[src/rtl/fll_cfg_master.sv]
// fll_cfg_master: turns single read/write commands into four-phase req/ack
// transactions on the FLL configuration interface, returns the result on a
// held response port, and synchronises the FLL lock indication.
`timescale 1ns/1ps

module fll_cfg_master #(
  parameter int unsigned TIMEOUT_CYCLES = 255,
  parameter int unsigned SYNC_STAGES    = 2
) (
  input  logic        clk_i,
  input  logic        rst_i,
  // command port
  input  logic        cmd_valid_i,
  output logic        cmd_ready_o,
  input  logic        cmd_wr_i,
  input  logic [1:0]  cmd_addr_i,
  input  logic [31:0] cmd_wdata_i,
  // response port
  output logic        rsp_valid_o,
  input  logic        rsp_ready_i,
  output logic [31:0] rsp_rdata_o,
  output logic        rsp_err_o,
  // FLL configuration interface
  output logic        fll_req_o,
  output logic        fll_wrn_o,
  output logic [1:0]  fll_add_o,
  output logic [31:0] fll_data_o,
  input  logic        fll_ack_i,
  input  logic [31:0] fll_r_data_i,
  // lock
  input  logic        fll_lock_i,
  output logic        lock_o,
  output logic        lock_lost_o
);

  // A zero timeout still needs a 1-bit counter so the declarations stay legal.
  localparam int unsigned CNT_W = (TIMEOUT_CYCLES == 0) ? 1 : $clog2(TIMEOUT_CYCLES + 1);
  localparam int unsigned NSYNC = (SYNC_STAGES < 2) ? 2 : SYNC_STAGES;
  localparam logic [CNT_W-1:0] CNT_LAST = CNT_W'(TIMEOUT_CYCLES - 1);
  localparam logic [CNT_W-1:0] CNT_MAX  = {CNT_W{1'b1}};
  localparam logic             TO_EN    = (TIMEOUT_CYCLES != 0);

  typedef enum logic [1:0] {
    ST_IDLE    = 2'd0,
    ST_REQ     = 2'd1,
    ST_RELEASE = 2'd2,
    ST_RESP    = 2'd3
  } state_t;

  state_t            state_q, state_d;
  logic [CNT_W-1:0]  cnt_q, cnt_d;
  logic              timeout_hit;
  logic              req_d, wrn_d, rsp_valid_d, err_d;
  logic [1:0]        add_d;
  logic [31:0]       data_d, rdata_d;
  logic [NSYNC-1:0]  sync_q;

  assign cmd_ready_o = (state_q == ST_IDLE);
  assign timeout_hit = TO_EN && (cnt_q == CNT_LAST);

  // State, phase counter and registered outputs.
  always_ff @(posedge clk_i or posedge rst_i) begin
    if (rst_i) begin
      state_q     <= ST_IDLE;
      cnt_q       <= '0;
      fll_req_o   <= 1'b0;
      fll_wrn_o   <= 1'b0;
      fll_add_o   <= 2'd0;
      fll_data_o  <= 32'd0;
      rsp_valid_o <= 1'b0;
      rsp_rdata_o <= 32'd0;
      rsp_err_o   <= 1'b0;
    end else begin
      state_q     <= state_d;
      cnt_q       <= cnt_d;
      fll_req_o   <= req_d;
      fll_wrn_o   <= wrn_d;
      fll_add_o   <= add_d;
      fll_data_o  <= data_d;
      rsp_valid_o <= rsp_valid_d;
      rsp_rdata_o <= rdata_d;
      rsp_err_o   <= err_d;
    end
  end

  // Next-state and next-output logic for the handshake sequencer.
  always_comb begin
    state_d     = state_q;
    cnt_d       = cnt_q;
    req_d       = fll_req_o;
    wrn_d       = fll_wrn_o;
    add_d       = fll_add_o;
    data_d      = fll_data_o;
    rsp_valid_d = rsp_valid_o;
    rdata_d     = rsp_rdata_o;
    err_d       = rsp_err_o;

    unique case (state_q)
      ST_IDLE: begin
        if (cmd_valid_i) begin
          state_d = ST_REQ;
          cnt_d   = '0;
          req_d   = 1'b1;
          wrn_d   = ~cmd_wr_i;
          add_d   = cmd_addr_i;
          data_d  = cmd_wdata_i;
          rdata_d = 32'd0;
          err_d   = 1'b0;
        end
      end

      ST_REQ: begin
        // Ack wins over a timeout landing on the same cycle.
        if (fll_ack_i) begin
          state_d = ST_RELEASE;
          cnt_d   = '0;
          req_d   = 1'b0;
          rdata_d = fll_wrn_o ? fll_r_data_i : 32'd0;
          err_d   = 1'b0;
        end else if (timeout_hit) begin
          state_d = ST_RELEASE;
          cnt_d   = '0;
          req_d   = 1'b0;
          rdata_d = 32'd0;
          err_d   = 1'b1;
        end else if (cnt_q != CNT_MAX) begin
          cnt_d = cnt_q + 1'b1;
        end
      end

      ST_RELEASE: begin
        if (!fll_ack_i) begin
          state_d     = ST_RESP;
          rsp_valid_d = 1'b1;
        end else if (timeout_hit) begin
          state_d     = ST_RESP;
          rsp_valid_d = 1'b1;
          rdata_d     = 32'd0;
          err_d       = 1'b1;
        end else if (cnt_q != CNT_MAX) begin
          cnt_d = cnt_q + 1'b1;
        end
      end

      ST_RESP: begin
        if (rsp_ready_i) begin
          state_d     = ST_IDLE;
          rsp_valid_d = 1'b0;
        end
      end

      default: begin
        state_d = ST_IDLE;
      end
    endcase
  end

  // Lock synchroniser; the loss pulse coincides with lock_o falling.
  always_ff @(posedge clk_i or posedge rst_i) begin
    if (rst_i) begin
      sync_q      <= '0;
      lock_lost_o <= 1'b0;
    end else begin
      sync_q      <= {sync_q[NSYNC-2:0], fll_lock_i};
      lock_lost_o <= sync_q[NSYNC-1] & ~sync_q[NSYNC-2];
    end
  end

  assign lock_o = sync_q[NSYNC-1];

endmodule

[config.mk]
export PLATFORM = sky130hd
export DESIGN_NAME = fll_cfg_master
export DESIGN_NICKNAME = d
export VERILOG_FILES = /design/src/rtl/fll_cfg_master.sv
export SDC_FILE = /design/constraint.sdc
export NUM_CORES = 1
export LEC_CHECK = 0
export BUFFER_PORTS_ARGS = -buffer_cell sky130_fd_sc_hd__buf_2
export CORE_AREA = 4 4 95 97
export CTS_BUF_LIST = sky130_fd_sc_hd__clkbuf_8 sky130_fd_sc_hd__clkbuf_16
export DETAILED_ROUTE_END_ITERATION = 16
export DIE_AREA = 0 0 99 101
export GPL_ROUTABILITY_DRIVEN = 0
export MAX_ROUTING_LAYER = met4
export PLACE_DENSITY = 0.84
export SYNTH_ARGS = -nofsm -noshare
export SYNTH_HDL_FRONTEND = slang
export SYNTH_SLANG_ARGS = --single-unit
[constraint.sdc]
create_clock -name clk_i -period 2.7 [get_ports clk_i]
set_input_delay 0.54 -clock clk_i [delete_from_list [all_inputs] [get_ports clk_i]]
set_output_delay 0.54 -clock clk_i [all_outputs]
set_load 0.01 [all_outputs]
==> out/results.ini <==
[final_layout]
final_common_cell = buf_2
drive_above_1_share_pct = 51.9
mostFrequentLayoutCells = buf_2 (145), dfrtp_1 (83), mux2_2 (36), a22o_1 (33), clkbuf_8 (9)
nFillCells = 686
num_antenna_cells = 0
area_growth_pct = 31.3
final_nets = 470

[timing]
drv_slew = 0
clock_skew_ns = 0.0137
finalCritPeriodShare_pct = 82.7
max_freq_ghz = 0.448
fin_ws_ns = 0.466
setup_tns_ns = 0
hold_ws_ns = 0.233
tightest_slew_ns = 0.718
period_needed_ns = 2.23
final-setup-viol-count = 0
relSlewSlack_pct = 51.6
hold_viol = 0
rsz0062_at_grt = no

[floorplanning]
num_rows = 33
dieArea_sq_um = 10000
io_pins = 146
die_width_um = 99
fp.dieH_um = 101
start_util_pct = 41.1
core_area_sq_um = 8130

[detailed_routing]
vias = 2581
drtIter0Drc = 160
wl_um = 7960
wire_per_inst_um = 15.9
drc = 0
ant_nets = 0
routed_via_density = 5.16
dr.pass1.iters = 4

[status]
status = finished clean

[yosys]
synthArstFlopShare_pct = 100
avgSynthCellArea_sq_um = 13.8
synth_edf_count = 0
synth_seq_cells = 83
synth_ff_type = dfrtp_1
syn_inst = 243
yosysSeqAreaShare_pct = 62.1
syn_nets = 322
synthDistinctLibCells = 34
yosysWarnings = 0
syn_area_sq_um = 3340

[placed_design]
io_buffers = 145
pre_cts_slack_ns = 0.510
dp_hpwl_um = 5710

[cts]
cts.sinks = 83
ctsResizeCount = 0
cts_buffer_depth = 2
h-tree-depth = 3
path_clk_slew_ns = 0.09
root_buffer = clkbuf_8
cts_buffers = 9
cts_setup_buffers = 0
cts-hold-fix-buffers = 0
clock_latency_ns = 0.35
cts_tree = done

[pwr]
power_density_nw_per_um2 = 984
switchingPower_uw = 1540
p_leak_uw = 0.00228
ir_drop_mv = 0.568
p_int_uw = 2780
pwr-share-comb_pct = 38.1
seqPwrFrac_pct = 41.5
switching_share_pct = 35.7
pwr-share-clk_pct = 20.4

[global_routing]
globalRouteTotalUtil_pct = 16.3
grt_pass1_wl_um = 12700
grt_pass1_vias = 2695
grt_max_degree = 50
antenna_found_initial = 0
grt_overflow = 0

[setup_path]
crit_slowest_cell = nor3_1
worst-path-max-fanout = 6
worst_ep_arrival_time_ns = 2.46
crit_chain = inv_1 -> ha_1 -> nor2b_1 -> nor3_1 -> o21ai_0 -> o22a_1
end_kind = register
crit_path_start_kind = register
slowest_delay_ns = 0.46
required_ns = 2.93
critPathKind = register to register

[min_path]
hp-class = input port to async pin

[job]
drv_cap = 0

[synthesized netlist by cell type (2+ instances only)]
cell       instances  area [sq um]
dfrtp_1           83          2080
ha_1               6          75.1
nor3_1             4          20.0
nand4_1            3          18.8
nand2_1            5          18.8
mux2_2            36           405
o221ai_1           3          26.3
nor2b_1            4          25.0
a21oi_1            6          30.0
buf_2              4          20.0
o21ai_0            6          30.0
o2bb2ai_1          2          17.5
or3_1              2          12.5
inv_1              6          22.5
nor2_1             7          26.3
nand3_1            4          20.0
clkbuf_1           8          30.0
o22a_1             6          52.6
a22o_1            33           289
[logic make-up (layout without fill, tap and decap cells)]
| kind of cell | after synthesis | after routing | share of synthesized area, % |
|---|---|---|---|
| AOI/OAI and AO/OA | 61 | 61 | 14.5 |
| adders and majority gates | 6 | 6 | 2.25 |
| and+or+nand+nor | 38 | 38 | 6.51 |
| muxes | 37 | 37 | 12.4 |
| buffers and inverters | 18 | 170 | 2.17 |
| DFF | 83 | 83 | 62.1 |
[path summary, 6_finish.rpt]
path / startpoint / end / slack (ns) / depth (start not counted)
setup reg to reg: state_q[0] / cnt_q[5] / 0.47 / 6
max in group asynchronous: rst_i / rsp_rdata_o[27] / 1.79 / 3
hold / removal: rst_i / fll_data_o[31] / 0.23 / 2
min in group clk_i: fll_lock_i / sync_q[0] / 0.30 / 1
hold reg to reg: sync_q[0] / sync_q[1] / 0.38 / 0
setup / recovery: state_q[0] / cnt_q[5] / 0.47 / 6
[area by class of cell]
cell class | instances | area [sq um] | area share [%]
timing repair buffer | 149 | 768 | 17.5
sequential | 83 | 2080 | 47.3
tap | 105 | 131 | 2.99
clock buffer | 9 | 124 | 2.82
multi-input combinational | 142 | 1200 | 27.3
clock inverter | 6 | 66.3 | 1.51
inverter | 6 | 23.8 | 0.541
[state kept, by name, indices dropped and copies added (netlist names)]
signal / flops
fll_data_o: 32
rsp_rdata_o: 32
cnt_q: 8
fll_add_o: 2
state_q: 2
sync_q: 2
fll_req_o: 1
fll_wrn_o: 1
lock_lost_o: 1
rsp_err_o: 1
rsp_valid_o: 1
[through the flow]
step                      total power [uW]  area [sq um]  util, %  cells
after floorplan                       2850          3340        -    243
after global placement                3410          4200     51.6    485
after detailed placement              3480          4200     51.6    485
after CTS                             4380          4390     54.0    500
after global routing                  4620          4390     54.0    500
final                                 4320          4390     54.0    500
[worst max-delay path, delay by kind of cell, from the launching register on]
| family | cells | cell delay, ns |
|---|---|---|
| compound gates | 2 | 0.75 |
| simple gates | 2 | 0.63 |
| fa+ha+maj | 1 | 0.27 |
| flops | 1 | 0.39 |
| buf+inv | 1 | 0.09 |
[metal layers]
metal | vias to the layer above | GRT usage [%] | part of all wire (%)
met5 | - | - | 0
met4 | 0 | 5.25 | 1.1
met3 | 8 | 5.05 | 7.6
met2 | 108 | 25.7 | 48
met1 | 1262 | 20.1 | 43
li1 | 1203 | - | -
[power by group through the flow]
stage                     registers [uW]  logic [uW]  clock network [uW]
final                               1790        1650                 881
after detailed placement            1810        1670                   0
after global routing                1840        1810                 969
after CTS                           1800        1670                 912
after global placement              1790        1610                   0
after floorplan                     1960         886                   0
No activity file was read; power rests on OpenSTA's default activity.
